## src/rtl/lc3_pkg.sv

```systemverilog
// rtl/lc3_pkg.sv - LC-3 opcodes, address-mux encodings and memory-sequencer state type
package lc3_pkg;

  localparam logic [3:0] OP_LD  = 4'b0010;
  localparam logic [3:0] OP_LDI = 4'b1010;
  localparam logic [3:0] OP_LDR = 4'b0110;
  localparam logic [3:0] OP_LEA = 4'b1110;
  localparam logic [3:0] OP_ST  = 4'b0011;
  localparam logic [3:0] OP_STI = 4'b1011;
  localparam logic [3:0] OP_STR = 4'b0111;

  localparam logic       SEL_ADDR1_PC    = 1'b0;
  localparam logic       SEL_ADDR1_BASE  = 1'b1;
  localparam logic [1:0] SEL_ADDR2_ZERO  = 2'b00;
  localparam logic [1:0] SEL_ADDR2_OFF6  = 2'b01;
  localparam logic [1:0] SEL_ADDR2_OFF9  = 2'b10;
  localparam logic [1:0] SEL_ADDR2_OFF11 = 2'b11;

  typedef enum logic [2:0] {
    ST_IDLE,
    ST_EA,
    ST_READ,
    ST_IND,
    ST_WRITE,
    ST_WB,
    ST_FIN
  } mem_seq_state_t;

  // LDR/STR address off a base register with a 6-bit offset; the rest are PC-relative.
  function automatic logic is_base_mode(input logic [3:0] op);
    return (op == OP_LDR) || (op == OP_STR);
  endfunction

endpackage

```

## src/rtl/lc3_wait_timer.sv

```systemverilog
// rtl/lc3_wait_timer.sv - memory wait counter with terminal-count flag
// tc is high during the TIMEOUT_CYC-th consecutive wait cycle; TIMEOUT_CYC = 0 never fires.
module lc3_wait_timer #(
  parameter int TIMEOUT_CYC = 255
) (
  input  logic clk,
  input  logic rst,
  input  logic clr,
  input  logic inc,
  output logic tc
);

  localparam int W = (TIMEOUT_CYC > 1) ? $clog2(TIMEOUT_CYC) : 1;

  logic [W-1:0] r_count;

  always_ff @(posedge clk or posedge rst) begin
    if (rst) begin
      r_count <= '0;
    end else if (clr) begin
      r_count <= '0;
    end else if (inc && !tc) begin
      r_count <= r_count + W'(1);
    end
  end

  assign tc = (TIMEOUT_CYC != 0) && (r_count == W'(TIMEOUT_CYC - 1));

endmodule

```

## src/rtl/lc3_mem_seq.sv

```systemverilog
// rtl/lc3_mem_seq.sv - multi-cycle sequencer for LC-3 LD/LDI/LDR/LEA/ST/STI/STR
module lc3_mem_seq
  import lc3_pkg::*;
#(
  parameter int TIMEOUT_CYC = 255
) (
  input  logic        clk,
  input  logic        rst,
  input  logic        start,
  input  logic [15:0] ir,
  input  logic [15:0] sr_data,
  input  logic [15:0] eab_in,
  input  logic [15:0] mem_rdata,
  input  logic        mem_r,
  output logic        sel_addr1,
  output logic [1:0]  sel_addr2,
  output logic [2:0]  sr1_sel,
  output logic [2:0]  sr_sel,
  output logic [15:0] mar,
  output logic [15:0] mdr,
  output logic        mem_en,
  output logic        mem_we,
  output logic        ld_reg,
  output logic        ld_cc,
  output logic [2:0]  dr,
  output logic [15:0] wb_data,
  output logic        busy,
  output logic        done,
  output logic        err
);

  mem_seq_state_t r_state, w_next;

  logic [15:0] r_ir;
  logic [15:0] r_mar;
  logic [15:0] r_mdr;
  logic        r_ind;
  logic        r_err;

  logic [3:0]  w_op;
  logic        w_accept;
  logic        w_ld_mar_eab;
  logic        w_ld_mar_mdr;
  logic        w_ld_mdr_sr;
  logic        w_ld_mdr_mem;
  logic        w_set_ind;
  logic        w_set_err;
  logic        w_tmr_clr;
  logic        w_tmr_inc;
  logic        w_tmr_tc;
  logic        w_unused_ir;

  assign w_op        = r_ir[15:12];
  assign w_unused_ir = ^r_ir[5:0];

  assign sr1_sel = r_ir[8:6];
  assign sr_sel  = r_ir[11:9];
  assign dr      = r_ir[11:9];
  assign mar     = r_mar;
  assign mdr     = r_mdr;
  assign busy    = (r_state != ST_IDLE);

  // Counter restarts every time an access begins, including the second read of LDI.
  assign w_tmr_clr = !((r_state == ST_READ) || (r_state == ST_WRITE));
  assign w_tmr_inc = mem_en && !mem_r;

  lc3_wait_timer #(
    .TIMEOUT_CYC (TIMEOUT_CYC)
  ) u_wait_timer (
    .clk (clk),
    .rst (rst),
    .clr (w_tmr_clr),
    .inc (w_tmr_inc),
    .tc  (w_tmr_tc)
  );

  always_ff @(posedge clk or posedge rst) begin
    if (rst) begin
      r_state <= ST_IDLE;
    end else begin
      r_state <= w_next;
    end
  end

  always_comb begin
    w_next       = r_state;
    w_accept     = 1'b0;
    w_ld_mar_eab = 1'b0;
    w_ld_mar_mdr = 1'b0;
    w_ld_mdr_sr  = 1'b0;
    w_ld_mdr_mem = 1'b0;
    w_set_ind    = 1'b0;
    w_set_err    = 1'b0;
    sel_addr1    = SEL_ADDR1_PC;
    sel_addr2    = SEL_ADDR2_ZERO;
    mem_en       = 1'b0;
    mem_we       = 1'b0;
    ld_reg       = 1'b0;
    ld_cc        = 1'b0;
    wb_data      = 16'h0000;
    done         = 1'b0;
    err          = 1'b0;

    case (r_state)
      ST_IDLE: begin
        if (start) begin
          w_accept = 1'b1;
          w_next   = ST_EA;
        end
      end

      ST_EA: begin
        if (is_base_mode(w_op)) begin
          sel_addr1 = SEL_ADDR1_BASE;
          sel_addr2 = SEL_ADDR2_OFF6;
        end else begin
          sel_addr1 = SEL_ADDR1_PC;
          sel_addr2 = SEL_ADDR2_OFF9;
        end
        w_ld_mar_eab = 1'b1;
        w_set_ind    = (w_op == OP_LDI) || (w_op == OP_STI);
        case (w_op)
          OP_LEA:                        w_next = ST_WB;
          OP_LD, OP_LDR, OP_LDI, OP_STI: w_next = ST_READ;
          OP_ST, OP_STR: begin
            w_ld_mdr_sr = 1'b1;
            w_next      = ST_WRITE;
          end
          default: begin
            w_set_err = 1'b1;
            w_next    = ST_FIN;
          end
        endcase
      end

      ST_READ: begin
        mem_en = 1'b1;
        if (mem_r) begin
          w_ld_mdr_mem = 1'b1;
          w_next       = r_ind ? ST_IND : ST_WB;
        end else if (w_tmr_tc) begin
          w_set_err = 1'b1;
          w_next    = ST_FIN;
        end
      end

      // MDR holds the pointer; it becomes the address of the second access.
      ST_IND: begin
        w_ld_mar_mdr = 1'b1;
        if (w_op == OP_STI) begin
          w_ld_mdr_sr = 1'b1;
          w_next      = ST_WRITE;
        end else begin
          w_next = ST_READ;
        end
      end

      ST_WRITE: begin
        mem_en = 1'b1;
        mem_we = 1'b1;
        if (mem_r) begin
          w_next = ST_FIN;
        end else if (w_tmr_tc) begin
          w_set_err = 1'b1;
          w_next    = ST_FIN;
        end
      end

      ST_WB: begin
        ld_reg  = 1'b1;
        ld_cc   = (w_op != OP_LEA);
        wb_data = (w_op == OP_LEA) ? r_mar : r_mdr;
        w_next  = ST_FIN;
      end

      ST_FIN: begin
        done   = 1'b1;
        err    = r_err;
        w_next = ST_IDLE;
      end

      default: w_next = ST_IDLE;
    endcase
  end

  always_ff @(posedge clk or posedge rst) begin
    if (rst) begin
      r_ir  <= 16'h0000;
      r_mar <= 16'h0000;
      r_mdr <= 16'h0000;
      r_ind <= 1'b0;
      r_err <= 1'b0;
    end else begin
      if (w_accept) begin
        r_ir <= ir;
      end

      if (w_ld_mar_eab) begin
        r_mar <= eab_in;
      end else if (w_ld_mar_mdr) begin
        r_mar <= r_mdr;
      end

      if (w_ld_mdr_sr) begin
        r_mdr <= sr_data;
      end else if (w_ld_mdr_mem) begin
        r_mdr <= mem_rdata;
      end

      if (w_accept || w_ld_mar_mdr) begin
        r_ind <= 1'b0;
      end else if (w_set_ind) begin
        r_ind <= 1'b1;
      end

      if (w_accept) begin
        r_err <= 1'b0;
      end else if (w_set_err) begin
        r_err <= 1'b1;
      end
    end
  end

endmodule

```

## config.mk

```make
export PLATFORM = sky130hd
export DESIGN_NAME = lc3_mem_seq
export DESIGN_NICKNAME = d
export VERILOG_FILES = /design/src/rtl/lc3_pkg.sv /design/src/rtl/lc3_wait_timer.sv /design/src/rtl/lc3_mem_seq.sv
export SDC_FILE = /design/constraint.sdc
export NUM_CORES = 1
export LEC_CHECK = 0
export CORE_ASPECT_RATIO = 1.5
export CORE_MARGIN = 2
export CORE_UTILIZATION = 47
export CTS_BUF_LIST = sky130_fd_sc_hd__clkbuf_8
export CTS_CLUSTER_DIAMETER = 80
export DETAILED_ROUTE_END_ITERATION = 10
export PLACE_DENSITY = 0.87
export RECOVER_POWER = 50
export SLEW_MARGIN = 30
export SYNTH_ARGS = -nofsm -noshare
export SYNTH_HDL_FRONTEND = slang
export SYNTH_SLANG_ARGS = --single-unit
```

## constraint.sdc

```tcl
create_clock -name clk -period 3 [get_ports clk]
set_input_delay 0.45 -clock clk [delete_from_list [all_inputs] [get_ports clk]]
set_output_delay 0.45 -clock clk [all_outputs]
set_load 0.01 [all_outputs]
```

# Word level (Yosys, flattened, before mapping)
# Cells that the tools add are included.
# Widths: inputs -> output; s select.
dict set report op_classes {
  addsub 1
  n_eq_ne 17
  mux 44
  n_reduce_logical 18
}
# op count
set ops {}
lappend ops {{$mux 16} 6}
lappend ops {{$mux 1} 24}
lappend ops {{$mux 3} 6}
lappend ops {{$pmux 3 s6} 1}
lappend ops {{$mux 8} 2}
lappend ops {{$eq 4x4->1 const B} 3}
lappend ops {{$eq 3x3->1 const B} 3}
lappend ops {{$pmux 3 s3} 1}
lappend ops {{$add 8x1->8 const B} 1}
lappend ops {{$eq 4x2->1 const B} 2}
lappend ops {{$eq 4x3->1 const B} 2}
lappend ops {{$eq 8x8->1 const B} 1}
lappend ops {{$reduce_bool 2->1} 4}
lappend ops {{$reduce_or 7->1} 1}
lappend ops {{$eq 3x2->1 const B} 2}
lappend ops {{$logic_or 1x1->1} 4}
lappend ops {{$mux 2} 2}
lappend ops {{$ne 4x4->1 const B} 1}
lappend ops {{$pmux 1 s2} 2}
lappend ops {{$reduce_or 2->1} 2}
lappend ops {{$reduce_or 4->1} 1}
lappend ops {{$eq 3x1->1 const B} 1}
lappend ops {{$logic_not 3->1} 1}
lappend ops {{$reduce_bool 3->1} 1}
lappend ops {{4 further kinds} 6}
dict set report totals {
  register_bits 61
  elab_cells 87
}

# Longest topological paths before layout
dict set report logic_depth {
  ltp_word 7
  ltp_mapped 6
  ltp_nobuf 6
}

# Cells and area by module
# A second synthesis with hierarchy kept.
dict set report unflattened {
  cells_unflattened 325
  hier_area_um2 3233.1
}
# module n_inst cells_per_inst area_per_inst_um2 seq_area_each_um2
set modules_own_cells {}
lappend modules_own_cells {lc3_mem_seq 1 273 2743.9 1176.1}
lappend modules_own_cells {lc3_wait_timer 1 52 489.2 200.2}

# Least setup slack after synthesis
# Ideal clock, no wire load.
dict set report synth_path {
  path_kind {register to output}
  from {reg r_ir[15]}
  to {out wb_data[10]}
  arrival_time_ns 1.360
  required_time_ns 2.550
  slack_ns 1.190
  stages_incl_launch_ff 6
  cell_sequence {dfrtp_1 nand2_1 nor3b_4 buf_2 nand2_1 a21oi_1}
}
dict set report synth_via {
  elab_chain_cells 3
}
# element line_no
set synth_lines {}
lappend synth_lines {{start, declared} lc3_mem_seq.sv:34} ;# logic [15:0] r_ir;
lappend synth_lines {{start signal, assigned} lc3_mem_seq.sv:195} ;# r_ir <= ir;
lappend synth_lines {{$eq 4x4->1} lc3_mem_seq.sv:172} ;# wb_data = (w_op == OP_LEA) ? r_mar : r_mdr;
lappend synth_lines {{$mux 16} lc3_mem_seq.sv:172}
lappend synth_lines {{$mux 16} lc3_mem_seq.sv:104} ;# case (r_state)
lappend synth_lines {{end, declared} lc3_mem_seq.sv:26} ;# output logic [15:0] wb_data,
# Every way passes these cells.

# Worst setup path after layout
dict set report layout_path {
  from {reg r_state[2]}
  to {out wb_data[12]}
}
dict set report layout_via {
  elab_chain_cells 2
}
# element line_no
set layout_lines {}
lappend layout_lines {{start, declared} lc3_mem_seq.sv:32} ;# mem_seq_state_t r_state, w_next;
lappend layout_lines {{start signal, assigned} lc3_mem_seq.sv:81} ;# r_state <= w_next;
lappend layout_lines {{$eq 3x3->1} lc3_mem_seq.sv:104}
lappend layout_lines {{$mux 16} lc3_mem_seq.sv:104}
# Every way passes these cells.

==> reports/qor.yml <==
placement:
  port_buffers: 128
  dp_cells: 501
  gp_congestion: 0.850
  dp_hpwl_um: 6200
power_and_ir_drop:
  vdd_drop_max_mv: 0.452
  p_total_mw: 3.86
  switching_share_pct: 40.5
  p_comb_share_pct: 51.6
  netSwitchingPower_mw: 1.57
  pwr-share-clk_pct: 11.6
  p_int_mw: 2.30
  p_leak_nw: 1.92
  powerDensity_mw_per_mm2: 882
  p_seq_share_pct: 36.8
global_routing:
  antenna_found_initial: 0
  grt_max_degree: 42
  grt.overflow.total: 0
  grt_pass1_wl_um: 13900
  grt_pass1_vias: 2984
  grtUsageTotal_pct: 24.7
die:
  chipWidth_um: 69.6
  dieArea_mm2: 0.00712
  core_area_mm2: 0.00617
  die_h_um: 102
  rows: 35
  io_pins: 135
  start_util_pct: 49.1
routing:
  vias: 2897
  drt_pass1_iterations: 4
  drt-wirelength-per-cell_um: 17.2
  drc: 0
  drt_iter0_drc: 162
  ant_nets: 0
  drt-total-wl_um: 8750
  via_per_inst: 5.68
synth:
  yosys_warnings: 0
  synth_edf_count: 0
  synth_area_mm2: 0.00303
  syn_avg_cell_area_um2: 9.47
  ys.flop_type: "dfrtp_1"
  yosys-top-cells-count: "nand2_1 (62), dfrtp_1 (55), o21ai_0 (21)"
  syn-instance-count: 320
  yosysUniqueCellTypes: 49
  synth_top_area_share_pct: 45.4
  synth-async-reset-ratio_pct: 100
  yosysMostFrequentCell: "nand2_1"
  synthTopCellsByArea: "dfrtp_1 (45%), nand2_1 (7.7%), mux2i_1 (5.3%)"
  synth.largest_area_cell: "dfrtp_1"
  syn_nets: 390
  seq_area_frac_synth_pct: 45.4
  ys_ff_latch: 55
layout:
  drive_above_1_share_pct: 6.19
  final_nets: 505
  antennaDiodeCount: 0
  instances_no_fill: 510
  areaGrowthSynthToFinish_pct: 44.5
run:
  max-cap-violations: 1
critical_path:
  r2r_cells: 5
  r2r-start: "r_state[2]"
  crit_path_start_kind: "register"
  slowest_stage: "dfrtp_1"
  cp.arrival_ns: 2.35
  max_stage_delay_ns: 0.64
  cp.depth: 5
  crit_path_end_kind: "output pin"
  cp_data_required_time_ns: 2.55
  path_buf_inv: 2
  reg2reg_slack_ns: 0.55
  crit_path_max_fanout: 18
  r2r-end: "r_err"
  path_cells: "nor2b_1 > nand2_1 > buf_4 > a21oi_1 > clkdlybuf4s50_1"
  cp-endpoint: "wb_data[12]"
  startpoint: "r_state[2]"
  crit_family: "buffers and inverters"
  path_class: "register to output pin"
timing:
  setup_viol: 0
  relSlewSlack_pct: -1.41
  hold_ws_ns: 0.502
  period_share_pct: 93.2
  rsz0062_at_grt: "false"
  fmax_ghz: 0.358
  final_max_slew_viol_count: 42
  post-route-min-period_ns: 2.80
  fin_tns_setup_ns: 0
  hold_viol: 0
  fin_worst_skew_ns: 0.0120
  worst_pin_slew_ns: 1.52
cts:
  cts_made_buffers: 5
  cts_root_buffer: "clkbuf_8"
  cts_resized: 0
  clock_sinks: 55
  htreeDepth: 2
  clk_pin_slew_worst_paths_ns: 0.11
  clockBufferDepth: 2
  cts_tree: "built"
  insertion_delay_ns: 0.31
outcome:
  outcome: "finished with violations"
  violations: "capacitance limit, slew limit"
hold_path:
  min_path_type: "register to register"
[layout make-up]
| cell class | count | area [µm²] |
|---|---|---|
| inverter | 9 | 33.8 |
| clock buffer | 6 | 82.6 |
| timing repair buffer | 136 | 1330 |
| fill | 453 | 1800 |
| sequential | 55 | 1380 |
| clock inverter | 2 | 16.3 |
| multi-input combinational | 228 | 1450 |
| tap | 74 | 92.6 |
[cells in the final DEF (no fill, tap or decap), drive strengths merged, types with 4 or more instances in the layout]
cell           instances
nor2b                  4
clkbuf                 9
xor2                   4
nor2                  15
nor3                   5
dfrtp                 55
mux2                   8
nand3                  4
dlygate4sd3           10
clkdlybuf4s50        118
a22o                  16
a21oi                 19
inv                    9
nand2                 63
mux2i                 16
buf                    5
a21o                  16
o21ai                 21
[flip-flops by register name, summed over array words and instances (netlist names)]
register and flops:
r_state 3, r_ir 10, mar 16, r_err 1
u_wait_timer.r_count 8, r_ind 1, mdr 16
[worst min-delay path by stage]
stage	end	startpoint	depth (start not counted)	slack, ns
final	r_err	r_err	2	0.50
after detailed placement	r_err	r_err	2	0.49
after global placement	r_err	r_err	2	0.48
after CTS	r_err	r_err	2	0.51
after global routing	r_ir[7]	r_ir[7]	1	0.54
after floorplan	r_err	r_err	2	0.46
[worst register-to-register path, cell delays in order, from the launching register on]
cell,delay (ns)
dfrtp_1,0.64
nand2b_1,0.20
clkbuf_1,0.94
a211oi_1,0.16
a311oi_1,0.30
nor2_1,0.06
[power by group through the flow]
stage	clock network [mW]	registers (mW)	logic, mW
after global routing	0.475	1.47	2.16
after global placement	0	1.40	1.97
after CTS	0.454	1.41	2.05
final	0.448	1.42	1.99
after detailed placement	0	1.42	2.03
after floorplan	0	1.38	1.18
[stage by stage]
| step | utilization, % | setup slack, ns | cell area, µm² |
|---|---|---|---|
| floorplan | - | 1.19 | 3030 |
| global placement | 69.5 | 0.480 | 4290 |
| detailed placement | 69.5 | 0.446 | 4290 |
| CTS | 71.1 | 0.0299 | 4390 |
| global route | 70.9 | 0.0699 | 4380 |
| finish | 70.9 | 0.203 | 4380 |
[per-layer routing]
layer  GRT usage, %  wire length (µm)  vias up
met5              0                 0        -
met4           11.6               160        0
met3           5.33               647       16
met2           44.7              4570      149
met1           27.8              3370     1385
li1               -                 -     1347
[cells by family (layout without fill, tap and decap cells)]
| logic type | Yosys count | in the layout | share of synthesized area [%] |
|---|---|---|---|
| DFF | 55 | 55 | 45.4 |
| AOI/OAI and AO/OA | 88 | 88 | 19.8 |
| muxes | 24 | 24 | 8.26 |
| and+or+nand+nor | 109 | 109 | 17.4 |
| xor gates and xnor gates | 5 | 5 | 1.69 |
| buffers and inverters | 37 | 153 | 6.57 |
| adders and majority gates | 2 | 2 | 0.826 |
[what timing repair did]
item                       CTS  global route
hold buffers                 0             0
buffers inserted             0             1
setup endpoints to repair    0            11
No activity file was read; power rests on OpenSTA's default activity.
